[config.mk]
export PLATFORM = sky130hd
export DESIGN_NAME = bin_to_sseg_conv_flat
export DESIGN_NICKNAME = d
export VERILOG_FILES = /design/src/rtl/bin_to_sseg_conv_if.sv /design/src/rtl/bin_to_sseg_conv.sv /design/src/flat_wrapper.sv
export SDC_FILE = /design/constraint.sdc
export NUM_CORES = 1
export LEC_CHECK = 0
export CAP_MARGIN = 0
export CORE_ASPECT_RATIO = 1.75
export CORE_UTILIZATION = 40
export CTS_CLUSTER_SIZE = 28
export DETAILED_ROUTE_END_ITERATION = 7
export GPL_TIMING_DRIVEN = 0
export SYNTH_ARGS = -nofsm -noshare
export SYNTH_HDL_FRONTEND = slang
export SYNTH_SLANG_ARGS = --single-unit
[constraint.sdc]
create_clock -name clk -period 3.55 [get_ports clk]
set_clock_uncertainty 0.05 [all_clocks]
set_input_delay 0.355 -clock clk [delete_from_list [all_inputs] [get_ports clk]]
set_output_delay 0.355 -clock clk [all_outputs]
set_load 0.01 [all_outputs]
[src/rtl/bin_to_sseg_conv_if.sv]
// Handshake and display bus between a value producer and bin_to_sseg_conv.
// Signal names match the original flat port list of the converter.
interface bin_to_sseg_conv_if #(
    parameter int W = 14
);
    logic         start;
    logic [W-1:0] bin;
    logic [3:0]   dp_in;
    logic         blank_lz;
    logic         ready;
    logic         done_tick;
    logic [7:0]   dig3;
    logic [7:0]   dig2;
    logic [7:0]   dig1;
    logic [7:0]   dig0;

    modport master (
        output start, bin, dp_in, blank_lz,
        input  ready, done_tick, dig3, dig2, dig1, dig0
    );

    modport slave (
        input  start, bin, dp_in, blank_lz,
        output ready, done_tick, dig3, dig2, dig1, dig0
    );
endinterface

[src/rtl/bin_to_sseg_conv.sv]
// Sequential binary to 4-digit seven-segment encoder (double dabble, one bit per cycle).
// Outputs are active-low {dp,g,f,e,d,c,b,a} patterns held until the next conversion.
module bin_to_sseg_conv #(
    parameter int W = 14
) (
    input  logic               clk,
    input  logic               reset,
    bin_to_sseg_conv_if.slave  bus
);
    localparam int NW = $clog2(W + 1);

    typedef enum logic [1:0] {IDLE, SHIFT, ENC} state_t;

    state_t              state_q;
    logic [W+15:0]       shift_q;
    logic [W+15:0]       shift_d;
    logic [NW-1:0]       n_q;
    logic [3:0]          dp_q;
    logic                blz_q;
    logic                ovf_q;
    logic [3:0][7:0]     dig_q;
    logic [3:0][7:0]     dig_d;
    logic                done_q;

    logic [3:0][3:0]     bcd;
    logic [3:0][3:0]     bcd_adj;
    logic [3:0]          lz;

    function automatic logic [7:0] seg7(input logic [3:0] v);
        case (v)
            4'd0:    seg7 = 8'hC0;
            4'd1:    seg7 = 8'hF9;
            4'd2:    seg7 = 8'hA4;
            4'd3:    seg7 = 8'hB0;
            4'd4:    seg7 = 8'h99;
            4'd5:    seg7 = 8'h92;
            4'd6:    seg7 = 8'h82;
            4'd7:    seg7 = 8'hF8;
            4'd8:    seg7 = 8'h80;
            4'd9:    seg7 = 8'h90;
            default: seg7 = 8'hFF;
        endcase
    endfunction

    always_comb begin
        bcd     = shift_q[W+15:W];
        bcd_adj = bcd;
        for (int unsigned i = 0; i < 4; i++) begin
            if (bcd[i] >= 4'd5)
                bcd_adj[i] = bcd[i] + 4'd3;
        end
        shift_d = {bcd_adj, shift_q[W-1:0]} << 1;
    end

    // A digit is a leading zero only if it and every digit to its left are zero.
    always_comb begin
        lz    = '0;
        lz[3] = (bcd[3] == 4'd0);
        lz[2] = lz[3] && (bcd[2] == 4'd0);
        lz[1] = lz[2] && (bcd[1] == 4'd0);
        dig_d = '1;
        for (int unsigned i = 0; i < 4; i++) begin
            if (ovf_q)
                dig_d[i] = 8'hBF;
            else if (blz_q && lz[i])
                dig_d[i] = 8'hFF;
            else
                dig_d[i] = seg7(bcd[i]);
            if (dp_q[i])
                dig_d[i][7] = 1'b0;
        end
    end

    always_ff @(posedge clk or posedge reset) begin
        if (reset) begin
            state_q <= IDLE;
            shift_q <= '0;
            n_q     <= '0;
            dp_q    <= '0;
            blz_q   <= 1'b0;
            ovf_q   <= 1'b0;
            dig_q   <= '1;
            done_q  <= 1'b0;
        end else begin
            done_q <= 1'b0;
            case (state_q)
                IDLE: begin
                    if (bus.start) begin
                        shift_q <= {16'b0, bus.bin};
                        ovf_q   <= (bus.bin > W'(9999));
                        dp_q    <= bus.dp_in;
                        blz_q   <= bus.blank_lz;
                        n_q     <= NW'(W);
                        state_q <= SHIFT;
                    end
                end
                SHIFT: begin
                    shift_q <= shift_d;
                    n_q     <= n_q - NW'(1);
                    if (n_q == NW'(1))
                        state_q <= ENC;
                end
                ENC: begin
                    dig_q   <= dig_d;
                    done_q  <= 1'b1;
                    state_q <= IDLE;
                end
                default: state_q <= IDLE;
            endcase
        end
    end

    assign bus.ready     = (state_q == IDLE);
    assign bus.done_tick = done_q;
    assign bus.dig3      = dig_q[3];
    assign bus.dig2      = dig_q[2];
    assign bus.dig1      = dig_q[1];
    assign bus.dig0      = dig_q[0];
endmodule
[src/flat_wrapper.sv]
// flat-port wrapper written by rule: the top's interface ports become plain ports
module bin_to_sseg_conv_flat 
#(
    parameter int W = 14
)
  (clk, reset, bus_start, bus_bin, bus_dp_in, bus_blank_lz, bus_ready, bus_done_tick, bus_dig3, bus_dig2, bus_dig1, bus_dig0);
  bin_to_sseg_conv_if #(.W(W)) bus_i ();
  input  logic clk;
  input  logic reset;
  input wire logic [$bits(bus_i.start)-1:0] bus_start;
  input wire logic [$bits(bus_i.bin)-1:0] bus_bin;
  input wire logic [$bits(bus_i.dp_in)-1:0] bus_dp_in;
  input wire logic [$bits(bus_i.blank_lz)-1:0] bus_blank_lz;
  output wire logic [$bits(bus_i.ready)-1:0] bus_ready;
  output wire logic [$bits(bus_i.done_tick)-1:0] bus_done_tick;
  output wire logic [$bits(bus_i.dig3)-1:0] bus_dig3;
  output wire logic [$bits(bus_i.dig2)-1:0] bus_dig2;
  output wire logic [$bits(bus_i.dig1)-1:0] bus_dig1;
  output wire logic [$bits(bus_i.dig0)-1:0] bus_dig0;
  assign bus_i.start = bus_start;
  assign bus_i.bin = bus_bin;
  assign bus_i.dp_in = bus_dp_in;
  assign bus_i.blank_lz = bus_blank_lz;
  assign bus_ready = bus_i.ready;
  assign bus_done_tick = bus_i.done_tick;
  assign bus_dig3 = bus_i.dig3;
  assign bus_dig2 = bus_i.dig2;
  assign bus_dig1 = bus_i.dig1;
  assign bus_dig0 = bus_i.dig0;
  bin_to_sseg_conv #(.W(W)) u_core (.clk(clk), .reset(reset), .bus(bus_i));
endmodule
Word level (Yosys, flattened, before mapping)
Memory sizes are Yosys's and may differ from the RTL's.
Index checks and enable logic that the tools add are counted.
{ "totals": {"out_inout_bits": 34, "romBits": 448, "memories": 4, "inputBits": 22, "register_bits": 75} }
{ "memory_table": {"columns": ["name", "words", "word_bits", "rd", "rd_clocked_by_memory_dff", "wr", "line_no", "rtl"], "rows": [
  ["(name not given)", 16, 7, 1, 0, 0, "bin_to_sseg_conv.sv:30", "case (v)"],
  ["(name not given)", 16, 7, 1, 0, 0, "bin_to_sseg_conv.sv:30", null],
  ["(name not given)", 16, 7, 1, 0, 0, "bin_to_sseg_conv.sv:30", null],
  ["(name not given)", 16, 7, 1, 0, 0, "bin_to_sseg_conv.sv:30", null]
]} }
{ "classes": {"order_cmp": 5, "n_mux": 23, "n_eq_ne": 5, "reduce_logical": 13, "addsub": 5} }
{ "ops": {"columns": ["op", "n"], "rows": [
  ["$pmux 30 s2", 1],
  ["$mux 8", 7],
  ["$mux 30", 1],
  ["$ge 4x3->1 const B", 4],
  ["$mux 4", 4],
  ["$gt 14x14->1 const B", 1],
  ["$add 4x2->4 const B", 3],
  ["$logic_not 4->1", 3],
  ["$pmux 4 s2", 1],
  ["$reduce_and 2->1", 3],
  ["$logic_and 1x1->1", 5],
  ["$mux 1", 5],
  ["$eq 4x1->1 const B", 1],
  ["$mux 2", 2],
  ["$pmux 2 s2", 1],
  ["$sub 4x1->4 const B", 1],
  ["$add 3x2->3 const B", 1],
  ["$mux 3", 1],
  ["$eq 2x1->1 const B", 1],
  ["$eq 2x2->1 const B", 1],
  ["$logic_not 2->1", 1],
  ["$ne 2x1->1 const B", 1],
  ["$ne 2x2->1 const B", 1],
  ["$reduce_bool 2->1", 1]
]} }

Logic depth before layout (Yosys ltp)
Gate-level depths: netlist of the first run.
{ "logic_depth": {"depth_word": 7, "mapped_depth": 6} }

Worst setup path after synthesis of the first run
OpenSTA, ideal clock, no wires.
{ "synth_path": {"kind": "reg-to-reg", "from": "register u_core.shift_q[14]", "to": "register u_core.shift_q[17]", "slack_ps": 1983, "synth_period_minus_slack_ps": 1567, "arrival_time_ps": 1396, "stages_incl_launch_ff": 6, "required_time_ps": 3378, "path_cell_list": "dfrtp_1 -> inv_1 -> ha_1 -> ha_1 -> o21bai_1 -> a32o_1"} }
{ "synth_via": {"elab_chain_cells": 3} }
{ "synth_rtl": {"columns": ["element", "line_no", "rtl"], "rows": [
  ["start, declared", "bin_to_sseg_conv.sv:15", "logic [W+15:0] shift_q;"],
  ["start signal, assigned", "bin_to_sseg_conv.sv:89", "shift_q <= {16'b0, bus.bin};"],
  ["start signal, assigned", "bin_to_sseg_conv.sv:98", "shift_q <= shift_d;"],
  ["$add 4x2->4 / $ge 4x3->1 (equally long branches)", "bin_to_sseg_conv.sv:50, bin_to_sseg_conv.sv:49", null],
  ["$mux 4 *", "bin_to_sseg_conv.sv:49", "if (bcd[i] >= 4'd5)"],
  ["$pmux 30 s2 *", "bin_to_sseg_conv.sv:86", "case (state_q)"]
]} }
Mark *: on every way between the ends. The rest lies on a longest branch, timed or not.
A chain may end at the register's enable or synchronous reset.

Worst setup path after layout of the first run
{ "layout_path": {"from": "register u_core.state_q[1]", "to": "output bus_ready"} }
{ "layout_via": {"elab_chain_cells": 1} }
{ "layout_rtl": {"columns": ["element", "line_no", "rtl"], "rows": [
  ["start, declared", "bin_to_sseg_conv.sv:14", "state_t state_q;"],
  ["start signal, assigned", "bin_to_sseg_conv.sv:76", "state_q <= IDLE;"],
  ["start signal, assigned", "bin_to_sseg_conv.sv:94", "state_q <= SHIFT;"],
  ["start signal, assigned", "bin_to_sseg_conv.sv:101", "state_q <= ENC;"],
  ["$logic_not 2->1", "bin_to_sseg_conv.sv:113", "assign bus.ready = (state_q == IDLE);"],
  ["end, declared", "flat_wrapper.sv:14", "output wire logic [$bits(bus_i.ready)-1:0] bus_ready;"]
]} }
Every way passes these cells.

==> results of run 1 <==
## worst max-delay path by stage
stage | startpoint | end | slack [ns] | depth (start not counted)
after global placement | reset | u_core.shift_q[29] | -0.01 | 2
after CTS | u_core.state_q[1] | bus_ready | 1.67 | 2
after detailed placement | bus_start | u_core.shift_q[21] | 1.67 | 5
final | u_core.state_q[1] | bus_ready | 1.69 | 2
after floorplan | reset | u_core.blz_q | 1.29 | 1
after global routing | u_core.shift_q[23] | u_core.shift_q[24] | 1.60 | 6
## power breakdown
group	leakage (nW)	switching, mW	internal, mW
Clock	0.146	0.335	0.549
Sequential	0.846	0.301	1.27
Combinational	1.23	1.25	1.04
## Yosys cell counts (3+ instances only)
library cell and count:
a21o_1 3, a211oi_1 4, o211ai_1 3, buf_2 18, inv_1 18, o22a_1 8, nor3b_1 4, o22ai_1 6
a21oi_2 6, nor3_1 5, nand2b_1 9, a22o_1 3, dfstp_2 32, xnor2_1 7, dfrtp_1 43, buf_4 4
nor2_1 49, o21ai_0 21, a21oi_1 21, nand2_1 67, o21ai_1 13, a31oi_1 18, mux2i_1 8, nand3_1 13
ha_1 22
## kinds of logic after synthesis
family,synth area share
AND/OR/NAND/NOR,0.188
AO/OA/AOI/OAI,0.185
flip-flops,0.467
buffers and inverters,0.0558
adder cells (fa/ha/maj),0.0670
multiplexers,0.0222
XOR/XNOR,0.0149
## area by class of cell
type | count | area share
flip-flops and latches | 75 | 0.373
well taps | 125 | 0.0305
inverters | 20 | 0.0151
multi-input cells | 319 | 0.382
clock inverters | 1 | 0.000974
plain buffers | 27 | 0.0300
repair buffers | 56 | 0.113
clock buffers | 15 | 0.0560
## through the flow
| step | setup slack, ns | util | hold WS [ns] | setup TNS [ns] |
|---|---|---|---|---|
| after detailed placement | 1.67 | 0.489 | 0.368 | 0 |
| final | 1.69 | 0.518 | 0.250 | 0 |
| after floorplan | 1.29 | - | 0.354 | 0 |
| after CTS | 1.67 | 0.518 | 0.244 | 0 |
| after global placement | -0.0121 | 0.486 | 0.365 | -0.359 |
| after global routing | 1.60 | 0.518 | 0.273 | 0 |
## layer usage
layer  up-vias  global-route usage
li1       1669                   -
met1      1563               0.208
met2        62               0.343
met3        19              0.0295
met4         0               0.114
met5         -                   0
## state kept, by name, indices dropped and copies added (netlist names)
signal                count
u_core.blz_q              1
u_core.dp_q               4
u_core.bus.dig0           8
u_core.bus.dig3           8
u_core.n_q                4
u_core.bus.done_tick      1
u_core.bus.dig2           8
u_core.shift_q           30
u_core.bus.dig1           8
u_core.ovf_q              1
u_core.state_q            2
## worst register-to-register path: cells and delay by family (launching register included)
kind | cells | cell delay [ns]
muxes | 1 | 0.28
adders and majority gates | 1 | 0.22
buffers and inverters | 1 | 0.15
AOI/OAI and AO/OA | 2 | 0.33
DFF | 1 | 0.51
and+or+nand+nor | 1 | 0.17
==> results.md, run 1 <==
- Clk_lat worst skew: 0.34 ns
- Highest routed layer: met4
- Maxcap violations: 0
- Max stage delay on crit path: 0.55 ns
- FF-to-FF Start: u_core.shift_q[19]
- FF/Latch Area: 0.00192 mm^2
- Dpl cell area: 0.00484 mm^2
- Area of the multi-input gates: 0.00196 mm^2
- Largest net degree at the start of global routing: 62
- LEAKAGE: 2.22 nW
- Largest cells by area after synthesis: dfrtp_1 (26%), dfstp_2 (20%), ha_1 (6.7%)
- Delay-heaviest family, CP: buffers and inverters
- Die Y: 136 um
- # setup viols final: 0
- DRC Markers: 0
- IO Port Bufs: 55
- Netlist Area Pre-Place: 0.00411 mm^2
- Unique masters post-synth: 53
- Met3 routed WL: 271 um
- Clk buf depth: 2
- WS Path Type: register to output port
- Htree depth: 3
- Final Hold Fails: 0
- Most frequent cells in the layout: nand2_1 (67), clkdlybuf4s50_1 (55), nor2_1 (49), dfrtp_1 (43), dfstp_2 (32)
- Kind of end point of the critical path: output port
- Mapped Nets: 485
- Core Region: 0.00991 mm^2
- Met2 Routed Length: 5010 um
- Ratio of cells with drive above 1 in the final layout: 0.181
- Initial antenna violation count: 0
- Async SR Flop Fraction: 1.00
- Routed wire length: 9420 um
- Placed cell count: 622
- Worst hold path class: input port to asynchronous set/reset pin
- Worst slew margin: 0.629
- First-pass DRT Iterations: 4
- Final HPWL DP: 7090 um
- Post-synth EDFFs: 0
- CTS buffer count: 9
- Met1 wire length: 3830 um
- FP Rows: 48
- Post_cts resized: 0
- Req. time, crit path: 3.14 ns
- Max-slew violation count: 0
- Status: completed
- Power density cells: 923 mW/mm^2
- Final min period: 1.86 ns
- Clk root buf: clkbuf_16
- CTS tree: yes
- RePlAce Congestion: 0.862
- Post-CTS setup buffer count: 0
- GRT Util Overall: 0.191
- R2R Setup Slk: 1.71 ns
- Vias in the first global route: 3347
- Synth-to-layout area growth: 25.1%
- Syn Inst Count: 441
- Routed wire per std cell: 14.8 um
- Max IR drop VDD: 0.000387 V
- Die area: 0.0107 mm^2
- Die W: 78.6 um
- Total power: 4.74 mW
- Nets: 552
- Peak Freq: 537 MHz
- Routed Antenna Nets: 0
- # IOs: 56
- Post-route cell area: 0.00514 mm^2
- Cell breakdown of the critical path: nor2_2 -> clkdlybuf4s50_1
- Synth Register Bits: 75
- DRT iter0 DRCs: 169
- Unrepaired setup endpoints after global routing: false
- Antenna cells: 0
- Crit Path Max Fanout: 5
- Post-synth top area cell: dfrtp_1
- Actual slew at the worst max-slew pin: 0.556 ns
- Final worst-path cycle share: 0.524
- Total grt overflow: 0
- Post-synthesis sequential area ratio: 0.467
- Crit start category: register
- CP max stage cell: clkdlybuf4s50_1
- Main flop type after synthesis: dfrtp_1
- CTS Hold Bufs: 0
- R2R depth: 6
- Mapped Avg Cell Area: 9.31 um^2
- Synth top area share: 0.262
- Non-Filler Instances: 638
- Number of clock sinks: 75
- Crit Reg-Reg Endpoint: u_core.shift_q[20]
- Crit path DAT: 1.46 ns
- Starting density of the core: 0.414
- Fillers: 934
- Most common cell after layout, fill and taps aside: nand2_1
- First-pass GRT wire length: 15600 um
- DR vias/cell: 5.19
- Via count: 3313
- Synthesis Warnings: 0
- Clock-pin slew on the worst setup and hold paths: 0.05 ns
- Worst Path Buf+Inv: 1
No activity file was read; power rests on OpenSTA's default activity.
==> run 2, diff against run 1 <==
- clock period: 3.55 -> 1.84 ns (I/O delays scaled with it)
==> run 2 against run 1 <==
Compared with the run above: sequential power grew 94%; via count is essentially flat; final area up 0.27%; non-clock buffer count unchanged; global-route usage rose by 0.53 points; total power increased by 94%.
==> results.md, run 2 (synthesis results as in run 1) <==
- Final min period: 1.75 ns
- Met1 Usage GRT: 0.207 (-0.00188)
- CTS tree: yes
- GRT Util Overall: 0.196 (+0.00532)
- WS Path Type: register to register
- Fin util: 0.520 (+0.00139)
- Max-slew violation count: 0 (unchanged)
- Worst hold path class: input port to asynchronous set/reset pin
- Max reg flops: 30 (unchanged)
- FP Rows: 48 (unchanged)
- IO Port Bufs: 55 (unchanged)
- Fillers: 959 (+2.7%)
- Routed wire length: 9450 um (+0.37%)
- Die area: 0.0107 mm^2 (unchanged)
- # setup viols final: 0 (unchanged)
- Final worst-path cycle share: 0.950
- Total power: 9.18 mW (+94%)
- Number of clock sinks: 75 (unchanged)
- Dpl cell area: 0.00484 mm^2 (-0.13%)
- Actual slew at the worst max-slew pin: 0.804 ns (+0.248 ns)
- DR vias/cell: 5.19 (about the same)
- Worst slew margin: 0.463 (-0.167)
- Die W: 78.6 um (unchanged)
- DRT iter0 DRCs: 140 (-17%)
- Largest net degree at the start of global routing: 40 (-35%)
- Most common cell after layout, fill and taps aside: nand2_1
- Peak Freq: 572 MHz
- Hold Slack: 0.301 ns (+0.0514 ns)
- Maxcap violations: 0 (unchanged)
- RePlAce Congestion: 0.862 (about the same)
- First-pass DRT Iterations: 4 (unchanged)
- CTS Hold Bufs: 0 (unchanged)
- Crit Path Max Fanout: 5 (unchanged)
- GRT Max-Usage Layer: met2
- Unrepaired setup endpoints after global routing: false
- Synth-to-layout area growth: 25.4%
- Clock-pin slew on the worst setup and hold paths: 0.06 ns (about the same)
- Crit path DAT: 1.92 ns (+0.46 ns)
- Clk buf depth: 2 (unchanged)
- # IOs: 56 (unchanged)
- Vias in the first global route: 3388 (+1.2%)
- Routed wire per std cell: 14.8 um (+0.37%)
- Ratio of cells with drive above 1 in the final layout: 0.195 (+0.0136)
- Final HPWL DP: 7170 um (+1.1%)
- First-pass GRT wire length: 16000 um (+3.1%)
- Most frequent cells in the layout: nand2_1 (67), clkdlybuf4s50_1 (55), nor2_1 (49), dfrtp_1 (41), dfstp_2 (32)
- Status: completed
- Antenna cells: 0 (unchanged)
- Max IR drop VDD: 0.000815 V (+110%)
- Post-route cell area: 0.00515 mm^2 (+0.27%)
- Die Y: 136 um (unchanged)
- GRT met3 Usage: 0.0349 (+0.00537)
- Crit start category: register
- Htree depth: 3 (unchanged)
- CTS buffer count: 9 (unchanged)
- Top reg by flops: u_core.shift_q
- Total grt overflow: 0 (unchanged)
- Via count: 3310 (-0.091%)
- Clk_lat worst skew: 0.34 ns (about the same)
- Clk root buf: clkbuf_16
- Power density cells: 1780 mW/mm^2 (+93%)
- Req. time, crit path: 2.01 ns (-1.13 ns)
- Nets: 552 (unchanged)
- LEAKAGE: 2.21 nW (-0.55%)
- Starting density of the core: 0.414 (unchanged)
- Core Region: 0.00991 mm^2 (unchanged)
- Kind of end point of the critical path: register
- DRC Markers: 0 (unchanged)
- Final Hold Fails: 0 (unchanged)
- Met2 Track Usage GR: 0.370 (+0.0271)
- Routed Antenna Nets: 0 (unchanged)
- Initial antenna violation count: 0 (unchanged)
## run 2: worst paths after layout
kind	start	to	slack, ns	cells past startpoint
max in group asynchronous	reset	u_core.bus.dig0[3]	0.75	3
max reg2reg	u_core.shift_q[14]	u_core.shift_q[17]	0.09	5
min in group clk	bus_dp_in[3]	u_core.dp_q[3]	0.33	3
min	reset	u_core.shift_q[29]	0.30	2
max	u_core.shift_q[14]	u_core.shift_q[17]	0.09	5
min reg2reg	u_core.dp_q[2]	u_core.bus.dig2[7]	0.38	1
## run 2: area by class of cell
type | count | area [um^2] | area share
inverters | 20 | 78.8 | 0.0153
flip-flops and latches | 75 | 1920 | 0.373
clock buffers | 15 | 288 | 0.0559
plain buffers | 27 | 154 | 0.0299
repair buffers | 56 | 571 | 0.111
clock inverters | 1 | 5.00 | 0.000972
well taps | 125 | 156 | 0.0304
multi-input cells | 319 | 1980 | 0.384
## run 2: what timing repair did
item | in CTS | in global routing
gates resized for setup | 0 | 8
setup endpoints to repair | 0 | 12
buffers inserted | 0 | 0
## run 2: through the flow
stage | worst slack, ns | setup TNS, ns | cells
floorplan | 0.273 | 0 | 441
global placement | -0.111 | -4.61 | 621
detailed placement | 0.0334 | 0 | 622
CTS | 0.0418 | 0 | 638
global route | 0.00585 | 0 | 638
finish | 0.0923 | 0 | 638
## run 2: critical path, cell delays in order, from the launching register on
cell and delay, ns:
dfrtp_2 0.44, inv_1 0.19, ha_1 0.25, ha_1 0.28, o21bai_1 0.16, a32o_1 0.26
## run 2: layer usage
metal | vias up | share of wire
met2 | 59 | 0.55
met4 | 0 | 0.024
li1 | 1654 | -
met1 | 1581 | 0.39
met5 | - | 0
met3 | 16 | 0.029
## run 2: power by group
part	internal [mW]	total, mW	switching (mW)	leakage, nW
combinational	2.03	4.45	2.41	1.22
sequential	2.45	3.04	0.585	0.844
clock	1.06	1.70	0.642	0.146
total	5.54	9.18	3.64	2.21
